[src/rtl/pixel_ctrl_pkg.sv]
// Shared types and helpers for the pixel array frame sequencer.
package pixel_ctrl_pkg;

  typedef enum logic [2:0] {
    IDLE,
    ERASE,
    CONV_RST,
    EXPOSE,
    CONV_SIG,
    READ
  } seq_state_t;

  function automatic int ramp_max(input int cw);
    return (1 << cw) - 1;
  endfunction

  localparam int COUNTER_WIDTH = 8;
  localparam int RAMP_MAX = ramp_max(COUNTER_WIDTH);

endpackage

[src/rtl/pixel_scan_counter.sv]
// Raster row/column address counter for frame readout.
module pixel_scan_counter #(
  parameter int array_width  = 10,
  parameter int array_height = 10
) (
  input  logic                            clk,
  input  logic                            reset,
  input  logic                            clear,
  input  logic                            step,
  output logic [$clog2(array_height)-1:0] row_sel,
  output logic [$clog2(array_width)-1:0]  col_sel,
  output logic                            last
);

  localparam int RW = $clog2(array_height);
  localparam int CW = $clog2(array_width);
  localparam logic [RW-1:0] ROW_LAST = RW'(array_height - 1);
  localparam logic [CW-1:0] COL_LAST = CW'(array_width - 1);

  logic col_end;

  assign col_end = (col_sel == COL_LAST);
  assign last    = col_end && (row_sel == ROW_LAST);

  always_ff @(posedge clk or posedge reset) begin
    if (reset) begin
      row_sel <= '0;
      col_sel <= '0;
    end else if (clear) begin
      row_sel <= '0;
      col_sel <= '0;
    end else if (step) begin
      if (col_end) begin
        col_sel <= '0;
        row_sel <= last ? '0 : row_sel + RW'(1);
      end else begin
        col_sel <= col_sel + CW'(1);
      end
    end
  end

endmodule

[src/rtl/pixel_sequencer.sv]
// Frame controller: erase, optional CDS reset conversion, exposure,
// signal conversion and raster readout.
module pixel_sequencer
  import pixel_ctrl_pkg::*;
#(
  parameter int array_width     = 10,
  parameter int array_height    = 10,
  parameter int counter_width   = 8,
  parameter int erase_cycles    = 5,
  parameter int exposure_cycles = 255
) (
  input  logic                            system_clk,
  input  logic                            reset,
  input  logic                            enable,
  input  logic                            cont_mode,
  input  logic                            cds,
  output logic                            erase,
  output logic                            expose,
  output logic                            convert,
  output logic                            conv_phase,
  output logic [counter_width-1:0]        ramp,
  output logic                            read,
  output logic [$clog2(array_height)-1:0] row_sel,
  output logic [$clog2(array_width)-1:0]  col_sel,
  output logic                            busy,
  output logic                            frame_done
);

  localparam int PMAX = (erase_cycles > exposure_cycles) ?
                        erase_cycles : exposure_cycles;
  localparam int PW = $clog2(PMAX + 1);
  localparam logic [PW-1:0] E_LAST = PW'(erase_cycles - 1);
  localparam logic [PW-1:0] X_LAST = PW'(exposure_cycles - 1);
  localparam logic [counter_width-1:0] RMAX =
    counter_width'(ramp_max(counter_width));

  seq_state_t    state;
  logic [PW-1:0] cnt;
  logic          cont_l;
  logic          cds_l;
  logic          last;

  pixel_scan_counter #(
    .array_width (array_width),
    .array_height(array_height)
  ) u_scan (
    .clk    (system_clk),
    .reset  (reset),
    .clear  (state != READ),
    .step   (state == READ),
    .row_sel(row_sel),
    .col_sel(col_sel),
    .last   (last)
  );

  // Strobes default low each cycle; each branch re-asserts the strobe
  // of the state that will be current after this edge.
  always_ff @(posedge system_clk or posedge reset) begin
    if (reset) begin
      state      <= IDLE;
      cnt        <= '0;
      cont_l     <= 1'b0;
      cds_l      <= 1'b0;
      erase      <= 1'b0;
      expose     <= 1'b0;
      convert    <= 1'b0;
      conv_phase <= 1'b0;
      ramp       <= '0;
      read       <= 1'b0;
      busy       <= 1'b0;
      frame_done <= 1'b0;
    end else begin
      erase      <= 1'b0;
      expose     <= 1'b0;
      convert    <= 1'b0;
      conv_phase <= 1'b0;
      read       <= 1'b0;
      frame_done <= 1'b0;
      unique case (state)
        IDLE: begin
          if (enable) begin
            state  <= ERASE;
            erase  <= 1'b1;
            busy   <= 1'b1;
            cnt    <= '0;
            cont_l <= cont_mode;
            cds_l  <= cds;
          end
        end
        ERASE: begin
          if (cnt == E_LAST) begin
            cnt <= '0;
            if (cds_l) begin
              state   <= CONV_RST;
              convert <= 1'b1;
            end else begin
              state  <= EXPOSE;
              expose <= 1'b1;
            end
          end else begin
            cnt   <= cnt + PW'(1);
            erase <= 1'b1;
          end
        end
        CONV_RST: begin
          if (ramp == RMAX) begin
            ramp   <= '0;
            state  <= EXPOSE;
            expose <= 1'b1;
          end else begin
            ramp    <= ramp + counter_width'(1);
            convert <= 1'b1;
          end
        end
        EXPOSE: begin
          if (cnt == X_LAST) begin
            cnt        <= '0;
            state      <= CONV_SIG;
            convert    <= 1'b1;
            conv_phase <= 1'b1;
          end else begin
            cnt    <= cnt + PW'(1);
            expose <= 1'b1;
          end
        end
        CONV_SIG: begin
          if (ramp == RMAX) begin
            ramp  <= '0;
            state <= READ;
            read  <= 1'b1;
          end else begin
            ramp       <= ramp + counter_width'(1);
            convert    <= 1'b1;
            conv_phase <= 1'b1;
          end
        end
        READ: begin
          if (last) begin
            frame_done <= 1'b1;
            if (cont_l && enable) begin
              state  <= ERASE;
              erase  <= 1'b1;
              cont_l <= cont_mode;
              cds_l  <= cds;
            end else begin
              state <= IDLE;
              busy  <= 1'b0;
            end
          end else begin
            read <= 1'b1;
          end
        end
        default: begin
          state <= IDLE;
          busy  <= 1'b0;
        end
      endcase
    end
  end

endmodule

[config.mk]
export PLATFORM = sky130hd
export DESIGN_NAME = pixel_sequencer
export DESIGN_NICKNAME = d
export VERILOG_FILES = /design/src/rtl/pixel_ctrl_pkg.sv /design/src/rtl/pixel_scan_counter.sv /design/src/rtl/pixel_sequencer.sv
export SDC_FILE = /design/constraint.sdc
export NUM_CORES = 1
export LEC_CHECK = 0
export BUFFER_PORTS_ARGS = -buffer_cell sky130_fd_sc_hd__buf_2
export CORE_ASPECT_RATIO = 0.9
export CORE_MARGIN = 2
export CORE_UTILIZATION = 55
export CTS_BUF_LIST = sky130_fd_sc_hd__clkbuf_4 sky130_fd_sc_hd__clkbuf_8
export CTS_CLUSTER_SIZE = 28
export DETAILED_ROUTE_END_ITERATION = 10
export GPL_ROUTABILITY_DRIVEN = 0
export PLACE_DENSITY = 0.77
export SLEW_MARGIN = 20
export SYNTH_ARGS = -nofsm -noshare
export SYNTH_HDL_FRONTEND = slang
export SYNTH_SLANG_ARGS = --single-unit
[constraint.sdc]
create_clock -name system_clk -period 4.5 [get_ports system_clk]
set_input_delay 0.225 -clock system_clk [delete_from_list [all_inputs] [get_ports system_clk]]
set_output_delay 0.225 -clock system_clk [all_outputs]
set_load 0.02 [all_outputs]
After elaboration in Yosys (flattened, before gate mapping)
Index checks and enable logic that the tools add are counted.
- bits in registers: 36
- word-level logic and storage cells: 105
- output and inout bits: 23
- add/sub/neg operators: 4
- muxes and demuxes: 53
- reductions and logical operators: 14
- equal/unequal tests: 19
- bitwise operators: 1
- operators by type and width (cell ; count):
    $mux 8 ; 4
    $mux 4 ; 7
    $mux 1 ; 26
    $pmux 8 s3 ; 1
    $mux 3 ; 6
    $pmux 3 s6 ; 1
    $add 8x1->8 const B ; 2
    $eq 8x8->1 const B ; 2
    $ne 2x2->1 const B ; 8
    $pmux 1 s3 ; 4
    $add 4x1->4 const B ; 2
    $eq 4x4->1 const B ; 2
    $eq 8x3->1 const B ; 1
    $pmux 1 s2 ; 4
    $reduce_and 4->1 ; 2
    $eq 3x2->1 const B ; 2
    $eq 3x3->1 const B ; 2
    $reduce_and 6->1 ; 1
    $reduce_bool 2->1 ; 3
    $reduce_and 2->1 ; 2
    $reduce_or 4->1 ; 1
    $eq 3x1->1 const B ; 1
    $logic_not 3->1 ; 1
    $ne 3x3->1 const B ; 1
    4 further kinds ; 5

Longest topological paths before layout
- depth in word-level cells: 6
- gate-level depth with buffers: 6

Hierarchy
From an unflattened synthesis, not the netlist that was laid out.
- cell total of the unflattened synthesis: 211
- area, all modules: 2044.5 um^2
- by module, submodules not included (module ; sequential area each (um^2) ; times used ; cells an instance ; area each (um^2)):
    pixel_sequencer ; 700.7 ; 1 ; 158 ; 1536.5
    pixel_scan_counter ; 200.2 ; 1 ; 53 ; 508.0

Worst setup path before layout
OpenSTA, ideal clock, no wires.
- path kind: reg2reg
- from: register cnt[0]
- to: register cnt[1]
- required time: 4378 ps
- library setup time: 122 ps
- clock period less this slack: 1936 ps
- buffers on the path: 0
- slack: 2564 ps
- arrival time: 1814 ps
- cell stages (with the launch flop): 6
- cell sequence: dfrtp_1 -> inv_1 -> ha_1 -> or4b_4 -> o41a_4 -> a32o_1
- cells in the longest elaborated chain, start to end: 3
- elaborated cells between the ends (all ways): 6
- RTL lines (what ; line ; text):
    start, declared ; pixel_sequencer.sv:38 ; logic [PW-1:0] cnt;
    start signal, assigned ; pixel_sequencer.sv:101 ; cnt <= cnt + PW'(1);
    start signal, assigned ; pixel_sequencer.sv:122 ; cnt <= cnt + PW'(1);
    $add 8x1->8, or another cell as far along ; pixel_sequencer.sv:101, pixel_sequencer.sv:122 ;
    $mux 8 (on tied branches) ; pixel_sequencer.sv:116, pixel_sequencer.sv:91 ;
    $pmux 8 s3 * ; pixel_sequencer.sv:79 ; unique case (state)
Every way passes the cells marked *; elsewhere a longest branch is shown, timed or not.
A chain may end at the register's enable or synchronous reset.

Final worst setup path
- from: register cnt[0]
- to: register expose
- cells in the longest elaborated chain, start to end: 3
- elaborated cells between the ends (all ways): 5
- RTL lines (what ; line ; text):
    $eq 8x8->1 / $eq 8x3->1 (equally long branches) ; pixel_sequencer.sv:116, pixel_sequencer.sv:91 ;
    $mux 1 (on tied branches) ; pixel_sequencer.sv:116, pixel_sequencer.sv:91 ;
    $pmux 1 s3 * ; pixel_sequencer.sv:79 ;
    end signal, assigned ; pixel_sequencer.sv:74 ; expose <= 1'b0;
    end signal, assigned ; pixel_sequencer.sv:98 ; expose <= 1'b1;
    end signal, assigned ; pixel_sequencer.sv:123 ; expose <= 1'b1;
    end, declared ; pixel_sequencer.sv:18 ; output logic expose,
Marks and branches as above.

==> results.cfg <==
[placement]
port_buffers = 27
hpwl_mm = 2.759
dpl_cell_area_um2 = 2081

[power]
power_density_nw_per_um2 = 267.1
p_int_uw = 456.8
power_switching_uw = 125.0
netSwitchingFraction = 0.2148
sequentialPowerShare = 0.558
p_comb_frac = 0.016
ir_drop_mv = 0.1866
clkPwrFrac = 0.426
leakagePower_uw = 0.001039

[die]
row_count = 20
die_height_um = 59.79
core_um2 = 3353
die-area_um2 = 3945
io_pins = 28
initial_core_util = 0.5672
die_w_um = 65.99

[timing]
worst_slew_pin_slew_ns = 0.4975
maxSlewHeadroom = 0.6683
post-route-min-period_ns = 2.129
timing.fmax_ghz = 0.4698
drv_slew = 0
rsz0062_at_grt = false
setup_viol = 0
fin_crit_sh = 0.4730
hold_viol = 0
finClkSkew_ns = 0.006356
setup-tns-final_ns = 0

[worst_setup_path]
end_kind = flip-flop
worstPathArrival_ns = 2.28
cp-start-kind = flip-flop
r2r_start = cnt[0]
ff2ff_path_depth = 6
cp_num_buf_inv = 1
worst-r2r-setup-slack_ns = 2.37
critPathTopFamily = simple AND/OR/NAND/NOR gates
cp_max_fo = 7
crit_required_ns = 4.66
crit_path_cell_trace = inv_1, ha_1, or4b_4, nor4_1, nand2_1, o311ai_0
worstSetupPathType = flip-flop to flip-flop
slowest_stage = or4b_4
crit_path_max_incr_delay_ns = 0.47
startpoint = cnt[0]
r2r_end = expose

[grt]
grt_overflow = 0
grt_max_degree = 37
grt_usage = 0.2202
grt_pass1_wl_mm = 6.430
grt_pass1_vias = 1390
antenna_found_initial = 0

[clocking]
h-tree-depth = 2
cts_hold_buf = 0
clk_pin_slew_worst_paths_ns = 0.07
cts_tree = yes
cts_root_buffer = clkbuf_8
clock_latency_ns = 0.29
cts_resized = 0
cts_made_buffers = 5
postCtsSetupRepairBufs = 0
clkSinkCount = 36
clock_path_buffers = 2

[logic_synthesis]
syn_area_per_cell_um2 = 9.605
synth_nets = 211
ys_seq_area_frac = 0.4737
synth_most_common_cell = dfrtp_1
synth_top_area_share = 0.4737
synth-edff-count = 0
synth-seq-cells = 36
ys_types = 45
syn_inst = 198
yosys-top-cells-area = dfrtp_1 (47%), ha_1 (5.3%), nand2_1 (4.5%)
synth_top_flop_cell = dfrtp_1
synth_common_cells = dfrtp_1 (36), nand2_1 (23), nand3_1 (13), nor2_1 (13), o21ai_0 (11)
async_reset_ff_frac = 1.000
synth_top_area_cell = dfrtp_1
syn_area_um2 = 1902
yosysWarningCount = 0

[route]
via_per_inst = 5.835
wl_met2_mm = 1.693
highest_layer = met4
route.detailed.drc = 0
vias = 1593
ant_nets = 0
drt_wl_total_mm = 3.933
met3WireLength_um = 154
met1_length_mm = 2.016
first_pass_iters = 4
wl_per_cell_um = 14.41
drtIter0Drc = 137

[layout]
antenna_cells = 0
area_delta_synth_final_pct = 14.54
final_cell_area_um2 = 2178
drive_above_1_share = 0.1834
nNetsFinal = 241

[outcome]
status = finished clean

[job]
cap_viol_max_count = 0

[hold_path]
hp-class = primary input to async pin
==> worst register-to-register path: stages, from the launching register on <==
cell      delay [ns]
dfrtp_1         0.44
inv_1           0.11
ha_1            0.14
or4b_4          0.48
nor4_1          0.35
nand2_1         0.12
o311ai_0        0.37
==> layout by cell type, fill, tap and decap left out, types with 3 or more instances in the layout <==
cell type  instances
clkbuf_8           6
nand4_1            5
a21oi_1            6
inv_1             10
o311ai_0           3
dfrtp_1           36
buf_2             27
nand2_1           23
nand3_1           13
nor2_1            13
and3_1             4
a31oi_1            3
nand2b_1           5
xnor2_1            7
and4_1             3
o21ai_0           11
nor3_1             3
ha_1               8
==> final cells by class <==
class | count | area (um2)
clock buffers | 7 | 90.09
clock inverters | 1 | 7.507
fillers | 301 | 1175
inverters | 10 | 37.54
multi-input cells | 147 | 944.7
flip-flops and latches | 36 | 900.9
well taps | 44 | 55.05
repair buffers | 28 | 142.6
==> through the flow <==
| step | cells | worst slack, ns | hold slack [ns] | total power (uW) | util |
|---|---|---|---|---|---|
| after floorplan | 198 | 2.564 | 0.3754 | 336.2 | - |
| after global placement | 265 | 2.432 | 0.3462 | 340.8 | 0.6205 |
| after detailed placement | 265 | 2.438 | 0.3541 | 341.0 | 0.6205 |
| after CTS | 273 | 2.372 | 0.03232 | 590.5 | 0.6496 |
| after global routing | 273 | 2.209 | 0.06649 | 600.4 | 0.6496 |
| final | 273 | 2.371 | 0.01937 | 581.7 | 0.6496 |
==> worst max path at each step <==
stage                  end  slack (ns)  cells past startpoint
CTS                 expose        2.37                      6
global route        expose        2.21                      6
finish              expose        2.37                      6
global placement    expose        2.43                      6
floorplan           cnt[1]        2.56                      5
detailed placement  expose        2.44                      6
==> kinds of logic (layout without fill, tap and decap cells) <==
group                      Yosys count  in the layout  synth area share
and+or+nand+nor                     86             86            0.2388
AOI/OAI and AO/OA                   42             42            0.1526
DFF                                 36             36            0.4737
buffers and inverters               15             46           0.02961
xor gates and xnor gates             9              9           0.04145
adders and majority gates            8              8           0.05263
muxes                                2              2           0.01118
==> state kept, by name (all words and copies together), names as in the netlist, 3 cells and up <==
name            count
ramp                8
state               3
u_scan.row_sel      4
cnt                 8
u_scan.col_sel      4
==> power groups by stage <==
stage / sequential (uW) / clock, uW / combinational, uW
6_report: 324 / 248 / 9.60
4_1_cts: 324 / 256 / 10.2
3_3_place_gp: 331 / 0 / 10.1
2_1_floorplan: 331 / 0 / 5.62
5_1_grt: 324 / 265 / 11.3
3_5_place_dp: 331 / 0 / 10.3
==> routing by layer <==
layer  GRT usage  vias to the layer above
met5           0                        -
met4      0.1108                        0
met3     0.04520                        8
met2      0.3045                       29
met1      0.3276                      773
li1            -                      783
Power figures use the tool's default switching activity.
